## src/rtl/data_ram_arbiter_pkg.sv

```systemverilog
// Shared encodings for the data RAM arbiter: FSM states and requester IDs.
package data_ram_arbiter_pkg;

    typedef enum logic [1:0] {
        ARB_IDLE  = 2'd0,
        ARB_ISSUE = 2'd1,
        ARB_WAIT  = 2'd2
    } arb_state_e;

    typedef enum logic {
        ARB_IF  = 1'b0,
        ARB_MEM = 1'b1
    } arb_port_e;

    localparam int unsigned ARB_LANES = 4;

endpackage

```

## src/rtl/data_ram_arbiter.sv

```systemverilog
// Two-requester arbiter in front of the single-port synchronous data RAM.
// IF (read-only) and MEM (load/store) share the RAM; round-robin on contention.
module data_ram_arbiter
    import data_ram_arbiter_pkg::*;
#(
    parameter int unsigned DATA_W = 32,
    parameter int unsigned ADDR_W = 32,
    parameter int unsigned RAM_AW = 17
) (
    input  logic                 clk,
    input  logic                 rst,
    input  logic                 if_req,
    input  logic [ADDR_W-1:0]    if_addr,
    output logic                 if_ack,
    output logic [DATA_W-1:0]    if_rdata,
    output logic                 if_stall,
    input  logic                 mem_req,
    input  logic                 mem_we,
    input  logic [ADDR_W-1:0]    mem_addr,
    input  logic [3:0]           mem_sel,
    input  logic [DATA_W-1:0]    mem_wdata,
    output logic                 mem_ack,
    output logic [DATA_W-1:0]    mem_rdata,
    output logic                 mem_stall,
    output logic                 ram_ce,
    output logic                 ram_we,
    output logic [RAM_AW-1:0]    ram_addr,
    output logic [3:0]           ram_sel,
    output logic [DATA_W-1:0]    ram_wdata,
    input  logic [DATA_W-1:0]    ram_rdata
);

    arb_state_e          state_q, state_d;
    arb_port_e           last_q, last_d;
    arb_port_e           winner_q, winner_d;
    logic                ram_ce_q, ram_ce_d;
    logic                ram_we_q, ram_we_d;
    logic [RAM_AW-1:0]   ram_addr_q, ram_addr_d;
    logic [3:0]          ram_sel_q, ram_sel_d;
    logic [DATA_W-1:0]   ram_wdata_q, ram_wdata_d;

    logic                do_issue;
    arb_port_e           next_port;
    arb_port_e           other_port;
    logic                other_req;

    // Byte-offset and out-of-range address bits carry no meaning for a word RAM.
    logic unused_addr_bits;
    assign unused_addr_bits = ^{if_addr[1:0], if_addr[ADDR_W-1:RAM_AW+2],
                                mem_addr[1:0], mem_addr[ADDR_W-1:RAM_AW+2]};

    // Single requester wins outright; on contention the port that was not served last wins.
    function automatic arb_port_e pick_winner(input logic if_r, input logic mem_r,
                                              input arb_port_e last);
        if (if_r && mem_r) begin
            return (last == ARB_IF) ? ARB_MEM : ARB_IF;
        end else if (mem_r) begin
            return ARB_MEM;
        end else begin
            return ARB_IF;
        end
    endfunction

    assign other_port = (winner_q == ARB_IF) ? ARB_MEM : ARB_IF;
    assign other_req  = (winner_q == ARB_IF) ? mem_req : if_req;

    // Next-state and RAM command computation; WAIT hands straight over to the other port.
    always_comb begin
        state_d     = state_q;
        last_d      = last_q;
        winner_d    = winner_q;
        ram_ce_d    = ram_ce_q;
        ram_we_d    = ram_we_q;
        ram_addr_d  = ram_addr_q;
        ram_sel_d   = ram_sel_q;
        ram_wdata_d = ram_wdata_q;
        do_issue    = 1'b0;
        next_port   = winner_q;

        unique case (state_q)
            ARB_IDLE: begin
                if (if_req || mem_req) begin
                    do_issue  = 1'b1;
                    next_port = pick_winner(if_req, mem_req, last_q);
                end
            end
            ARB_ISSUE: begin
                ram_ce_d = 1'b0;
                ram_we_d = 1'b0;
                state_d  = ARB_WAIT;
            end
            ARB_WAIT: begin
                last_d = winner_q;
                if (other_req) begin
                    do_issue  = 1'b1;
                    next_port = other_port;
                end else begin
                    state_d = ARB_IDLE;
                end
            end
            default: begin
                state_d  = ARB_IDLE;
                ram_ce_d = 1'b0;
                ram_we_d = 1'b0;
            end
        endcase

        if (do_issue) begin
            state_d     = ARB_ISSUE;
            winner_d    = next_port;
            ram_ce_d    = 1'b1;
            ram_we_d    = (next_port == ARB_MEM) && mem_we;
            ram_addr_d  = (next_port == ARB_MEM) ? mem_addr[RAM_AW+1:2] : if_addr[RAM_AW+1:2];
            ram_sel_d   = ((next_port == ARB_MEM) && mem_we) ? mem_sel : 4'hF;
            ram_wdata_d = (next_port == ARB_MEM) ? mem_wdata : '0;
        end
    end

    // State and registered RAM command; asynchronous clear abandons any access in flight.
    always_ff @(posedge clk or posedge rst) begin
        if (rst) begin
            state_q     <= ARB_IDLE;
            last_q      <= ARB_IF;
            winner_q    <= ARB_IF;
            ram_ce_q    <= 1'b0;
            ram_we_q    <= 1'b0;
            ram_addr_q  <= '0;
            ram_sel_q   <= '0;
            ram_wdata_q <= '0;
        end else begin
            state_q     <= state_d;
            last_q      <= last_d;
            winner_q    <= winner_d;
            ram_ce_q    <= ram_ce_d;
            ram_we_q    <= ram_we_d;
            ram_addr_q  <= ram_addr_d;
            ram_sel_q   <= ram_sel_d;
            ram_wdata_q <= ram_wdata_d;
        end
    end

    assign ram_ce    = ram_ce_q;
    assign ram_we    = ram_we_q;
    assign ram_addr  = ram_addr_q;
    assign ram_sel   = ram_sel_q;
    assign ram_wdata = ram_wdata_q;

    assign if_ack    = (state_q == ARB_WAIT) && (winner_q == ARB_IF);
    assign mem_ack   = (state_q == ARB_WAIT) && (winner_q == ARB_MEM);
    assign if_rdata  = ram_rdata;
    assign mem_rdata = ram_rdata;
    assign if_stall  = if_req & ~if_ack;
    assign mem_stall = mem_req & ~mem_ack;

endmodule

```

## config.mk

```make
export PLATFORM = sky130hd
export DESIGN_NAME = data_ram_arbiter
export DESIGN_NICKNAME = d
export VERILOG_FILES = /design/src/rtl/data_ram_arbiter_pkg.sv /design/src/rtl/data_ram_arbiter.sv
export SDC_FILE = /design/constraint.sdc
export NUM_CORES = 1
export LEC_CHECK = 0
export BUFFER_PORTS_ARGS = -buffer_cell sky130_fd_sc_hd__buf_2
export CAP_MARGIN = 25
export CORE_AREA = 2 2 102 104
export DETAILED_ROUTE_END_ITERATION = 10
export DIE_AREA = 0 0 104 106
export GPL_ROUTABILITY_DRIVEN = 0
export PLACE_DENSITY = 0.68
export SYNTH_ARGS = -nofsm -noshare
export SYNTH_HDL_FRONTEND = slang
export SYNTH_SLANG_ARGS = --single-unit
```

## constraint.sdc

```tcl
create_clock -name clk -period 1.7 [get_ports clk]
set_clock_uncertainty 0.15 [all_clocks]
set_input_delay 0.17 -clock clk [delete_from_list [all_inputs] [get_ports clk]]
set_output_delay 0.17 -clock clk [all_outputs]
set_load 0.01 [all_outputs]
```

==> summary.txt <==
Flow run
  – MaxCap Viol Count: 0

STA
  – Final worst slack: -0.01388 ns
  – Final setup viols: 1
  – Peak Freq: 583.5 MHz
  – Worst slew pin tran: 0.3141 ns
  – Final hold vios: 0
  – Max-slew violations: 0
  – Max-slew headroom: 79.06%
  – Total negative slack: -0.01388 ns
  – Period Utilization, post-route: 100.8%
  – Unrepaired setup endpoints after global routing: yes
  – Tmin final: 1.714 ns

Yosys
  – Post-synth top area cell: dfrtp_1
  – Sequential share of the synthesized area: 50.60%
  – Syn Std Cell Area: 2918 sq um
  – Avg Cell Area, Syn: 10.38 sq um
  – Synth Net Count: 418
  – Syn. warnings: 0
  – Ranking of synthesized cells by area: dfrtp_1, buf_4, a22o_1
  – Synth Register Bits: 59
  – Syn Inst Count: 281
  – Distinct cells, synth: 29
  – Area share of the largest cell type after synthesis: 50.60%

Clocking
  – Worst skew pair latency: 0.33 ns
  – H-tree levels: 3
  – Num CTS Buffers: 9
  – TritonCTS clock tree: yes
  – CTS max path bufs: 2
  – Reg clk slew, reported paths: 0.07 ns
  – Sink Count: 59
  – CTS Root Cell: clkbuf_8

Critical path
  – Worst reg-to-reg path cell count: 6
  – Reg2reg end: ram_addr[4]$_DFFE_PP0P_
  – Worst EP arrival: 1.39 ns
  – CP Launch Type: flip-flop
  – Flop-to-flop setup slack: 0.01 ns
  – R2r startpoint: state_q[1]$_DFFE_PP0P_
  – Crit. End Element: output port
  – Critical Path End: mem_stall
  – Data required, critical path: 1.38 ns
  – Worst Path Max Fanout: 3
  – Crit path launch: state_q[0]$_DFFE_PP0P_
  – Kind of critical path: reg2out

Drt
  – Via count: 2757
  – Via density per instance: 4.770
  – Post-Route WL: 9.769 mm
  – DRC: 0
  – DR WL/cell: 16.90 um
  – Antenna Nets Post-Route: 0
  – DRT iter0 DRCs: 206
  – Drt pass-1 iters: 4

Die
  – Io pins: 260
  – Initial Util: 29.18%
  – Die width: 104 um
  – DIE HEIGHT: 106 um
  – Core Area: 10000 sq um
  – Row cnt: 37
  – Die area: 11020 sq um

Cells and area
  – Share of cells above drive strength 1: 44.34%
  – Most common cell after layout, fill and taps aside: buf_2
  – Most frequent cells in the layout: buf_2, dlygate4sd3_1, dfrtp_1
  – Area of the multi-input gates: 937.1 sq um
  – Final-stage net count: 576
  – Filler cell count: 914
  – Antenna Diode Count: 0
  – Register area: 1476 sq um
  – Area delta synth->final: 55.96%

Global route
  – Global Route Usage Sum: 16.77%
  – Initial antenna violation count: 0
  – Global-route wire length before repair: 14.25 mm
  – Vias in the first global route: 2739
  – Pin count of the biggest net entering global routing: 60
  – Grt total ovfl: 0

Run status
  – Status: complete, but fails checks
  – Violated checks: setup timing

Min path
  – Hold Crit Class: in2reg

Power and ir drop
  – Power Dens Cells: 1682 nW/um^2
  – Overall power: 0.007652 W
  – Peak supply drop: 0.5109 mV
  – Pleak: 2.216 nW

Placement
  – Port buffer count: 133
  – HPWL after detailed placement: 5.381 mm
[metal layers]
layer,part of all wire [%],track usage (%)
met1,39,19.14
met2,48,27.44
met3,7.9,6.070
met4,4.9,9.170
met5,0,0
[worst max-delay path: stages (launching register included)]
cell,delay (ns)
dfrtp_1,0.39
nand2b_4,0.15
or2_4,0.24
and2_4,0.16
buf_6,0.11
[cells in the mapped netlist (all sizes together)]
cell,count
a21o,1
a221oi,1
a22o,32
a31oi,21
and2,2
and2b,1
and3,1
buf,77
clkbuf,2
dfrtp,59
inv,9
mux2,1
mux2i,1
nand2,5
nand2b,2
nand3,17
nor2,23
nor2b,3
nor3b,1
o21a,1
o21ai,19
o21ba,1
or2,1
[stage by stage]
step                      utilization [%]  cells  worst slack, ns  cell area, sq um  hold slack (ns)
after floorplan                         -    281          0.05817              2922           0.1196
after global placement              33.92    484           0.1489              3392           0.1287
after detailed placement            33.92    484           0.1097              3392           0.1332
after CTS                           43.54    572         -0.02668              4354           0.1337
after global routing                45.51    578         -0.08337              4551           0.1529
final                               45.51    578         -0.01388              4551           0.1503
[where the power goes]
part           switching (W)  internal, W
clock network       0.000523     0.000890
registers           0.000332      0.00203
logic                0.00199      0.00189
[worst min path at each step]
| stage | cells past startpoint | startpoint | slack [ns] | endpoint |
|---|---|---|---|---|
| floorplan | 1 | rst | 0.12 | last_q$_DFFE_PP0N_ |
| global placement | 3 | rst | 0.13 | ram_wdata[6]$_DFFE_PP0P_ |
| detailed placement | 3 | rst | 0.13 | ram_wdata[3]$_DFFE_PP0P_ |
| CTS | 3 | mem_we | 0.13 | ram_sel[1]$_DFFE_PP0P_ |
| global route | 3 | mem_we | 0.15 | ram_sel[0]$_DFFE_PP0P_ |
| finish | 3 | mem_we | 0.15 | ram_sel[0]$_DFFE_PP0P_ |
[layout make-up]
class                      count  area share (%)
inverter                       9          0.8798
tap                          136           3.739
sequential                    59           32.44
clock inverter                 2           1.320
multi-input combinational    134           20.59
clock buffer                  12           3.409
timing repair buffer         226           37.61
[logic make-up after synthesis]
logic type / share of synthesized area, %
buf+inv: 20.41
compound gates: 19.13
flops: 50.60
simple gates: 9.134
mux: 0.7290
[flip-flops by register name (all words and copies together) (netlist names)]
register and count:
last_q 1, ram_addr 17, ram_ce 1, ram_sel 4, ram_wdata 32, ram_we 1, state_q 2, winner_q 1
[repair_timing]
item / CTS / global route
gates resized for setup: 4 / 34
gates cloned: 0 / 4
pin swaps: 0 / 2
setup endpoints to repair: 3 / 50
setup buffers: 3 / 2
endpoints found under the hold margin: 112 / 0
hold buffers: 71 / 0
Power figures use the tool's default switching activity.
